$ cat config.mk
export PLATFORM = sky130hd
export DESIGN_NAME = adder_serial_nbit
export DESIGN_NICKNAME = d
export VERILOG_FILES = /design/src/rtl/adder_serial_nbit_pkg.sv /design/src/rtl/adder_chunk.sv /design/src/rtl/adder_serial_nbit.sv
export SDC_FILE = /design/constraint.sdc
export NUM_CORES = 1
export LEC_CHECK = 0
export BUFFER_PORTS_ARGS = -buffer_cell sky130_fd_sc_hd__buf_2
export CAP_MARGIN = 10
export CORE_MARGIN = 2
export CORE_UTILIZATION = 35
export CTS_CLUSTER_DIAMETER = 80
export DETAILED_ROUTE_END_ITERATION = 10
export HOLD_SLACK_MARGIN = 0.1
export PLACE_DENSITY = 0.58
export RECOVER_POWER = 25
export SLEW_MARGIN = 25
export SYNTH_ARGS = -nofsm -noshare
export SYNTH_HDL_FRONTEND = slang
export SYNTH_SLANG_ARGS = --single-unit
$ cat constraint.sdc
create_clock -name clk -period 2.45 [get_ports clk]
set_input_delay 0.3675 -clock clk [delete_from_list [all_inputs] [get_ports clk]]
set_output_delay 0.3675 -clock clk [all_outputs]
set_load 0.02 [all_outputs]
$ cat src/rtl/adder_serial_nbit_pkg.sv
// Shared definitions for the cpu15 serial adder: FSM encodings and
// the counter-width helper used to size the chunk index.
package cpu15_pkg;

    // FSM encodings, kept as plain 2-bit constants so older blocks can reuse them.
    localparam logic [1:0] ST_IDLE = 2'd0;
    localparam logic [1:0] ST_RUN  = 2'd1;
    localparam logic [1:0] ST_DONE = 2'd2;

    // Bits needed to count 0..n-1. The result is never zero, so a
    // single-chunk configuration still gets a legal 1-bit counter.
    function automatic int cnt_width(input int n);
        return (n > 1) ? $clog2(n) : 1;
    endfunction

endpackage

$ cat src/rtl/adder_chunk.sv
// Combinational CHUNK-bit ripple-carry adder slice. The serial adder
// reuses this one slice for every chunk of the operands.
module adder_chunk #(
    parameter int CHUNK = 4
) (
    input  logic [CHUNK-1:0] x,
    input  logic [CHUNK-1:0] y,
    input  logic             ci,
    output logic [CHUNK-1:0] sum,
    output logic             co
);

    logic [CHUNK:0] c;

    assign c[0] = ci;

    for (genvar i = 0; i < CHUNK; i++) begin : g_bit
        assign sum[i]   = x[i] ^ y[i] ^ c[i];
        assign c[i + 1] = (x[i] & y[i]) | (c[i] & (x[i] ^ y[i]));
    end

    assign co = c[CHUNK];

endmodule

$ cat src/rtl/adder_serial_nbit.sv
// Multi-cycle two's-complement adder/subtractor. A WIDTH-bit operand pair
// is added CHUNK bits per clock, LSB chunk first, through one shared slice
// with a registered carry. A start/busy/done handshake frames each operation.
module adder_serial_nbit
    import cpu15_pkg::*;
#(
    parameter int WIDTH = 16,
    parameter int CHUNK = 4
) (
    input  logic             clk,
    input  logic             n_reset,
    input  logic             start,
    input  logic             sub,
    input  logic             cin,
    input  logic [WIDTH-1:0] a,
    input  logic [WIDTH-1:0] b,
    output logic [WIDTH-1:0] s,
    output logic             cout,
    output logic             ovf,
    output logic             busy,
    output logic             done
);

    localparam int NCHUNK = WIDTH / CHUNK;
    localparam int CW     = cnt_width(NCHUNK);

    logic [1:0]       state;
    logic [CW-1:0]    cnt;
    logic [WIDTH-1:0] op_a;      // shifts right one chunk per RUN edge
    logic [WIDTH-1:0] op_b;      // b or ~b, shifted the same way
    logic [WIDTH-1:0] acc;       // sum chunks enter at the top, shift down
    logic [WIDTH-1:0] acc_next;
    logic             carry;

    logic [CHUNK-1:0] x;
    logic [CHUNK-1:0] y;
    logic [CHUNK-1:0] sum;
    logic             co;

    logic accept;
    logic run;
    logic last;
    logic ovf_next;

    // Start is honoured only when no operation is in flight.
    assign accept = start && ((state == ST_IDLE) || (state == ST_DONE));
    assign run    = (state == ST_RUN);
    assign last   = (cnt == CW'(NCHUNK - 1));

    // The operand registers shift, so the active chunk is always the low chunk.
    assign x = op_a[CHUNK-1:0];
    assign y = op_b[CHUNK-1:0];

    adder_chunk #(
        .CHUNK (CHUNK)
    ) u_slice (
        .x   (x),
        .y   (y),
        .ci  (carry),
        .sum (sum),
        .co  (co)
    );

    // After NCHUNK shifts, the first chunk has reached bit 0 and the last
    // chunk occupies the MSBs, so acc_next holds the full result on the last edge.
    assign acc_next = (acc >> CHUNK) | (WIDTH'(sum) << (WIDTH - CHUNK));

    // On the last chunk, x/y top bits are the operand MSBs and sum's top bit
    // is the result MSB. Overflow can therefore be derived from the slice alone.
    assign ovf_next = (x[CHUNK-1] == y[CHUNK-1]) && (sum[CHUNK-1] != x[CHUNK-1]);

    // Control FSM: state, chunk counter and handshake flags.
    always_ff @(posedge clk or negedge n_reset) begin
        if (!n_reset) begin
            state <= ST_IDLE;
            cnt   <= '0;
            busy  <= 1'b0;
            done  <= 1'b0;
        end else begin
            done <= 1'b0;
            case (state)
                ST_IDLE, ST_DONE: begin
                    if (accept) begin
                        state <= ST_RUN;
                        cnt   <= '0;
                        busy  <= 1'b1;
                    end else begin
                        state <= ST_IDLE;
                    end
                end
                ST_RUN: begin
                    if (last) begin
                        state <= ST_DONE;
                        cnt   <= '0;
                        busy  <= 1'b0;
                        done  <= 1'b1;
                    end else begin
                        cnt <= cnt + 1'b1;
                    end
                end
                default: begin
                    state <= ST_IDLE;
                    cnt   <= '0;
                    busy  <= 1'b0;
                end
            endcase
        end
    end

    // Datapath: latch operands on accept, then consume one chunk per RUN edge.
    always_ff @(posedge clk or negedge n_reset) begin
        if (!n_reset) begin
            op_a  <= '0;
            op_b  <= '0;
            acc   <= '0;
            carry <= 1'b0;
        end else if (accept) begin
            op_a  <= a;
            op_b  <= sub ? ~b : b;
            carry <= sub | cin;       // subtract forces carry-in to 1
        end else if (run) begin
            op_a  <= op_a >> CHUNK;
            op_b  <= op_b >> CHUNK;
            acc   <= acc_next;
            carry <= co;
        end
    end

    // Result registers: updated only on completion, held otherwise.
    always_ff @(posedge clk or negedge n_reset) begin
        if (!n_reset) begin
            s    <= '0;
            cout <= 1'b0;
            ovf  <= 1'b0;
        end else if (run && last) begin
            s    <= acc_next;
            cout <= co;
            ovf  <= ovf_next;
        end
    end

endmodule
# Yosys cells after proc, flatten, opt, wreduce, memory -nomap -nowiden
# Index checks and enable logic that the tools add are counted.
[totals]
inputBits = 37
register_bits = 73
out_inout_bits = 20
word_cells = 70
[op_classes]
n_reduce_logical = 9
muxes = 18
n_bitwise = 24
add_sub_neg = 1
n_eq_ne = 7
[op_table]
columns = ["op", "n"]
rows = [
  ["$mux 16", 5],
  ["$not 16->16", 1],
  ["$or 12x16->16", 1],
  ["$and 1x1->1", 8],
  ["$pmux 2 s2", 2],
  ["$xor 1x1->1", 8],
  ["$mux 1", 7],
  ["$mux 2", 3],
  ["$or 1x1->1", 5],
  ["$eq 2x2->1 const B", 2],
  ["$reduce_and 2->1", 2],
  ["$logic_and 1x1->1", 3],
  ["$add 2x1->2 const B", 1],
  ["$eq 2x1->1 const B", 1],
  ["$logic_not 2->1", 1],
  ["$ne 2x1->1 const B", 1],
  ["$ne 2x2->1 const B", 1],
  ["$pmux 1 s2", 1],
  ["$reduce_bool 2->1", 1],
  ["$reduce_or 2->1", 1],
  ["$eq 1x1->1", 1],
  ["$logic_or 1x1->1", 1],
  ["$ne 1x1->1", 1],
  ["$not 1->1", 1],
]

# Longest topological paths before layout
[depth]
ltp_word = 11
depth_mapped = 9
mapped_depth_nobuf = 9

# Modules after synthesis
# A second synthesis with hierarchy kept.
[hier_totals]
hier_cells = 237
area_unflattened_um2 = 3026.7
[modules_own_cells]
columns = ["mod", "seq_area_each_um2", "cells_each", "area_each_um2", "n_inst"]
rows = [
  ["adder_serial_nbit", 1726.7, 223, 2909.0, 1],
  ["adder_chunk", 0.0, 14, 117.6, 1],
]

# Least setup slack after synthesis
# Ideal clock, no wire load.
[synth_path]
kind = "register to register"
startpoint = "reg op_a[0]"
endpoint = "reg ovf"
required_time_ns = 2.355
synth_period_minus_slack_ns = 2.296
n_path_buf = 0
stages_incl_launch_ff = 10
slack_ns = 0.154
t_arrival_ns = 2.200
setup_time_ns = 0.095
path_cell_list = "dfrtp_1 -> fa_1 -> inv_1 -> fa_1 -> inv_1 -> fa_1 -> inv_1 -> fa_1 -> xor2_1 -> o31ai_1"
[synth_between]
elab_chain_cells = 10
word_cells_on_any_way = 11
classes_between = "1 x eq/ne; 9 x bitwise; 1 x reduce/logical"
[synth_lines]
columns = ["item", "line_no", "text"]
rows = [
  ["start, declared", "adder_serial_nbit.sv:29", "logic [WIDTH-1:0] op_a;"],
  ["start signal, assigned", "adder_serial_nbit.sv:122", "op_a <= op_a >> CHUNK;"],
  ["$xor 1x1->1", "adder_chunk.sv:19", "assign c[i + 1] = (x[i] & y[i]) | (c[i] & (x[i] ^ y[i]));"],
  ["$and 1x1->1", "adder_chunk.sv:19", ""],
  ["$or 1x1->1 *", "adder_chunk.sv:19", ""],
  ["$and 1x1->1 *", "adder_chunk.sv:19", ""],
  ["$or 1x1->1 *", "adder_chunk.sv:19", ""],
  ["$and 1x1->1 *", "adder_chunk.sv:19", ""],
  ["$or 1x1->1 *", "adder_chunk.sv:19", ""],
  ["$xor 1x1->1 *", "adder_chunk.sv:18", "assign sum[i] = x[i] ^ y[i] ^ c[i];"],
  ["$ne 1x1->1 *", "adder_serial_nbit.sv:70", "assign ovf_next = (x[CHUNK-1] == y[CHUNK-1]) && (sum[CHUNK-1] != x[CHUNK-1]);"],
  ["$logic_and 1x1->1 *", "adder_serial_nbit.sv:70", ""],
  ["end signal, assigned", "adder_serial_nbit.sv:138", "ovf <= ovf_next;"],
  ["end, declared", "adder_serial_nbit.sv:19", "output logic ovf,"],
]
# Mark *: on every way between the ends. The rest lies on a longest branch, timed or not.
# A chain may end at the register's enable or synchronous reset.

# Worst setup path after layout
# Ends and elaborated chain as after synthesis.

==> results.md <==
* Relative slew slack at 21.1%
* Period minus WS final at 2.34 ns
* DRC at 0
* Slew @ Worst Pin at 1.18 ns
* Dpl hpwl at 4.27 mm
* Dpl ws at 0.00490 ns
* Post-synth top cells: nand2_1 (85), dfrtp_1 (69), nor2_1 (24)
* Seq cells post-synth at 69
* Nets at 400
* Post-Syn Nets at 344
* Leakage power at 0.00178 uW
* Sequential cell area at 1730 um2
* Largest net degree at the start of global routing at 48
* Compound-cell area share of the yosys netlist at 9.32%
* Yosys warns at 0
* Synth cell types at 28
* Post-synthesis adder-cell area fraction at 3.40%
* Post-Syn Area per Cell at 10.3 um2
* Maximum clock path buffer count at 2
* Die Y at 98.0 um
* Final Setup Violations at 0
* Area contributors post-synth: dfrtp_1 (56%), nand2_1 (10%), mux2_2 (5.1%), xor2_1 (4.8%), a31oi_1 (4.1%)
* GRT Util Overall at 13.6%
* Max frequency at 427 MHz
* Clk slew on worst S/H paths at 0.08 ns
* Post-synth EDFFs at 0
* Worst Hold End: op_a[12]$_DFFE_PN0P_
* RSZ-0062 raised after global routing: yes
* Worst setup path category: reg2reg
* Max-capacitance violation count at 0
* CP max FO at 2
* Async set or reset register ratio after synthesis at 100%
* Required time worst endpoint at 2.70 ns
* Mux share of post-synthesis cell area at 5.10%
* Final slew viol count at 0
* Seq/Total Area, Yosys at 55.9%
* CTS tree: yes
* HP Class: in2reg
* Cell row count at 34
* WP data arrival at 2.59 ns
* Share of the synthesized area in the top cell type at 55.9%
* Worst Setup Start Kind: flop
* Ys flop type: dfrtp_1
* Clock sink count at 69
* Crit. End Element: flop
* First-pass GRT wire length at 10.4 mm
* Skew final at 0.00619 ns
* WL/cell at 13.4 um
* Final setup margin at 0.107 ns
* Syn-to-layout area delta at 19.8%
* Hold depth at 2
* R2r worst-path depth at 9
* FF-to-FF End: ovf$_DFFE_PN0P_
* Skew-Pair Late Insertion Delay at 0.34 ns
* Num CTS Buffers at 9
* IO buf count at 56
* Vias in the first global route at 2198
* Drt initial violations at 93
* Origin of the worst min-delay path: a[12]
* Depth of the CTS H-tree at 3
* Synth Area in XOR/XNOR at 4.82%
* Initial antenna violation count at 0
* Run status: finished clean
* Tcrit/Tclk final at 95.6%
* Fill cells at 856
* Flop-to-flop setup slack at 0.11 ns
* Placed instance count at 452
* Initial Util at 35.8%
* GP Congestion at 0.704
* Die area at 9590 um2
* PD cells at 1400 nW/um2
* Final std cells w/o fill at 470
* Hold Vio Cnt, Final at 0
* Count leader, synth: nand2_1
* Peak VDD IR at 0.508 mV
* Post-synthesis cell count at 301
* Synth Cell Area at 3090 um2
* Gr ovfl total at 0
* Chip width at 98.0 um
* Vias/cell at 4.80
* ANT nets after route at 0
* Simple-gate share of the synthesized area at 16.2%
* Leading area contributor after synthesis: dfrtp_1
* Multi-input gate area at 1210 um2
* Total Wirelength at 6.28 mm
* Worst R2R Start: op_a[0]$_DFFE_PN0P_
* CORE AREA at 8640 um2
* Diode count at 0
* # IOs at 57
* Layout cells sized above 1 at 24.0%
* CTS root buffer: clkbuf_8
* Via count at 2255
* Largest family of logic cells by synthesized area: simple AND/OR/NAND/NOR gates
* Pre-antenna DRT Iters at 5
## how the worst max path moves through the flow
stage                              startpoint              end  slack [ns]  depth (start not counted)
final                     op_a[0]$_DFFE_PN0P_  ovf$_DFFE_PN0P_        0.11                          9
after floorplan           op_a[0]$_DFFE_PN0P_  ovf$_DFFE_PN0P_        0.15                          9
after global placement    op_a[0]$_DFFE_PN0P_  ovf$_DFFE_PN0P_        0.07                          9
after global routing      op_a[0]$_DFFE_PN0P_  ovf$_DFFE_PN0P_       -0.02                          9
after detailed placement  op_a[0]$_DFFE_PN0P_  ovf$_DFFE_PN0P_       0.005                          9
after CTS                   carry$_DFFE_PN0P_  ovf$_DFFE_PN0P_        0.03                          9
## registers in the layout, indices dropped and copies added, names as in the netlist
signal	count
cout	1
op_a	16
cnt	2
done	1
ovf	1
s	16
busy	1
op_b	16
acc	12
state	2
carry	1
## timing repair
item | 4_1_cts | 5_1_grt
hold endpoints to repair | 20 | 0
hold buffers | 1 | 0
endpoints found under the setup margin | 1 | 1
resized for setup | 4 | 2
pin swaps | 3 | 3
setup buffers | 1 | 0
## critical path, cell delays in order (launching register included)
cell	delay, ns
dfrtp_1	0.41
fa_2	0.40
inv_2	0.06
fa_2	0.19
inv_2	0.04
fa_2	0.33
inv_2	0.06
fa_1	0.43
xor2_1	0.16
o31ai_1	0.19
## kinds of logic (layout without fill, tap and decap cells)
group / Yosys count / after routing
AO/OA/AOI/OAI: 44 / 44
XOR/XNOR: 17 / 17
adder cells (fa/ha/maj): 6 / 6
buffers and inverters: 30 / 91
flip-flops: 69 / 69
multiplexers: 14 / 14
AND/OR/NAND/NOR: 121 / 121
## routing by layer
layer / GRT usage (%) / routed length, um / vias to the layer above
met3: 4.72 / 337 / 8
met2: 21.6 / 2950 / 55
met4: 3.21 / 55 / 0
met5: 0 / 0 / -
li1: - / - / 1100
met1: 18.0 / 2940 / 1092
## cell usage in the layout, fill, tap and decap left out, types with 2 or more instances in the layout
| master | Yosys | layout |
|---|---|---|
| a22o_1 | 6 | 6 |
| bufinv_16 | 0 | 3 |
| nand3_1 | 3 | 3 |
| clkinv_4 | 0 | 3 |
| inv_1 | 9 | 6 |
| nand2_1 | 85 | 85 |
| nor3_1 | 2 | 2 |
| nor2_1 | 24 | 24 |
| o21ai_0 | 9 | 9 |
| clkbuf_8 | 0 | 9 |
| mux2_2 | 14 | 14 |
| buf_2 | 9 | 40 |
| clkbuf_1 | 4 | 16 |
| a21oi_1 | 3 | 3 |
| buf_4 | 4 | 8 |
| xor2_1 | 17 | 17 |
| fa_2 | 0 | 3 |
| a22oi_1 | 2 | 2 |
| nand2b_1 | 3 | 3 |
| a221o_1 | 2 | 2 |
| inv_2 | 0 | 3 |
| ha_1 | 2 | 2 |
| dfrtp_1 | 69 | 69 |
| a31oi_1 | 20 | 20 |
## metrics by stage
step / area, um2 / util (%) / power [uW] / TNS [ns] / hold WS (ns)
after floorplan: 3090 / - / 3480 / 0 / 0.0719
after global routing: 3700 / 42.9 / 5590 / -0.0171 / 0.231
after global placement: 3450 / 39.9 / 4000 / 0 / 0.367
final: 3700 / 42.9 / 5170 / 0 / 0.245
after detailed placement: 3450 / 39.9 / 4060 / 0 / 0.368
after CTS: 3720 / 43.1 / 5270 / 0 / 0.231
## where the power goes
part / switching [uW] / internal [uW] / leakage, uW
clock network: 445 / 681 / 0.000120
registers: 332 / 1670 / 0.000854
logic: 1180 / 857 / 0.000808
## final cells by class
class	instances	area share [%]
clock buffer	9	3.35
tap	108	3.65
timing repair buffer	66	9.47
multi-input combinational	202	32.6
inverter	9	0.913
clock inverter	7	3.35
sequential	69	46.7
Note: power is estimated with default switching activity, not from simulation.
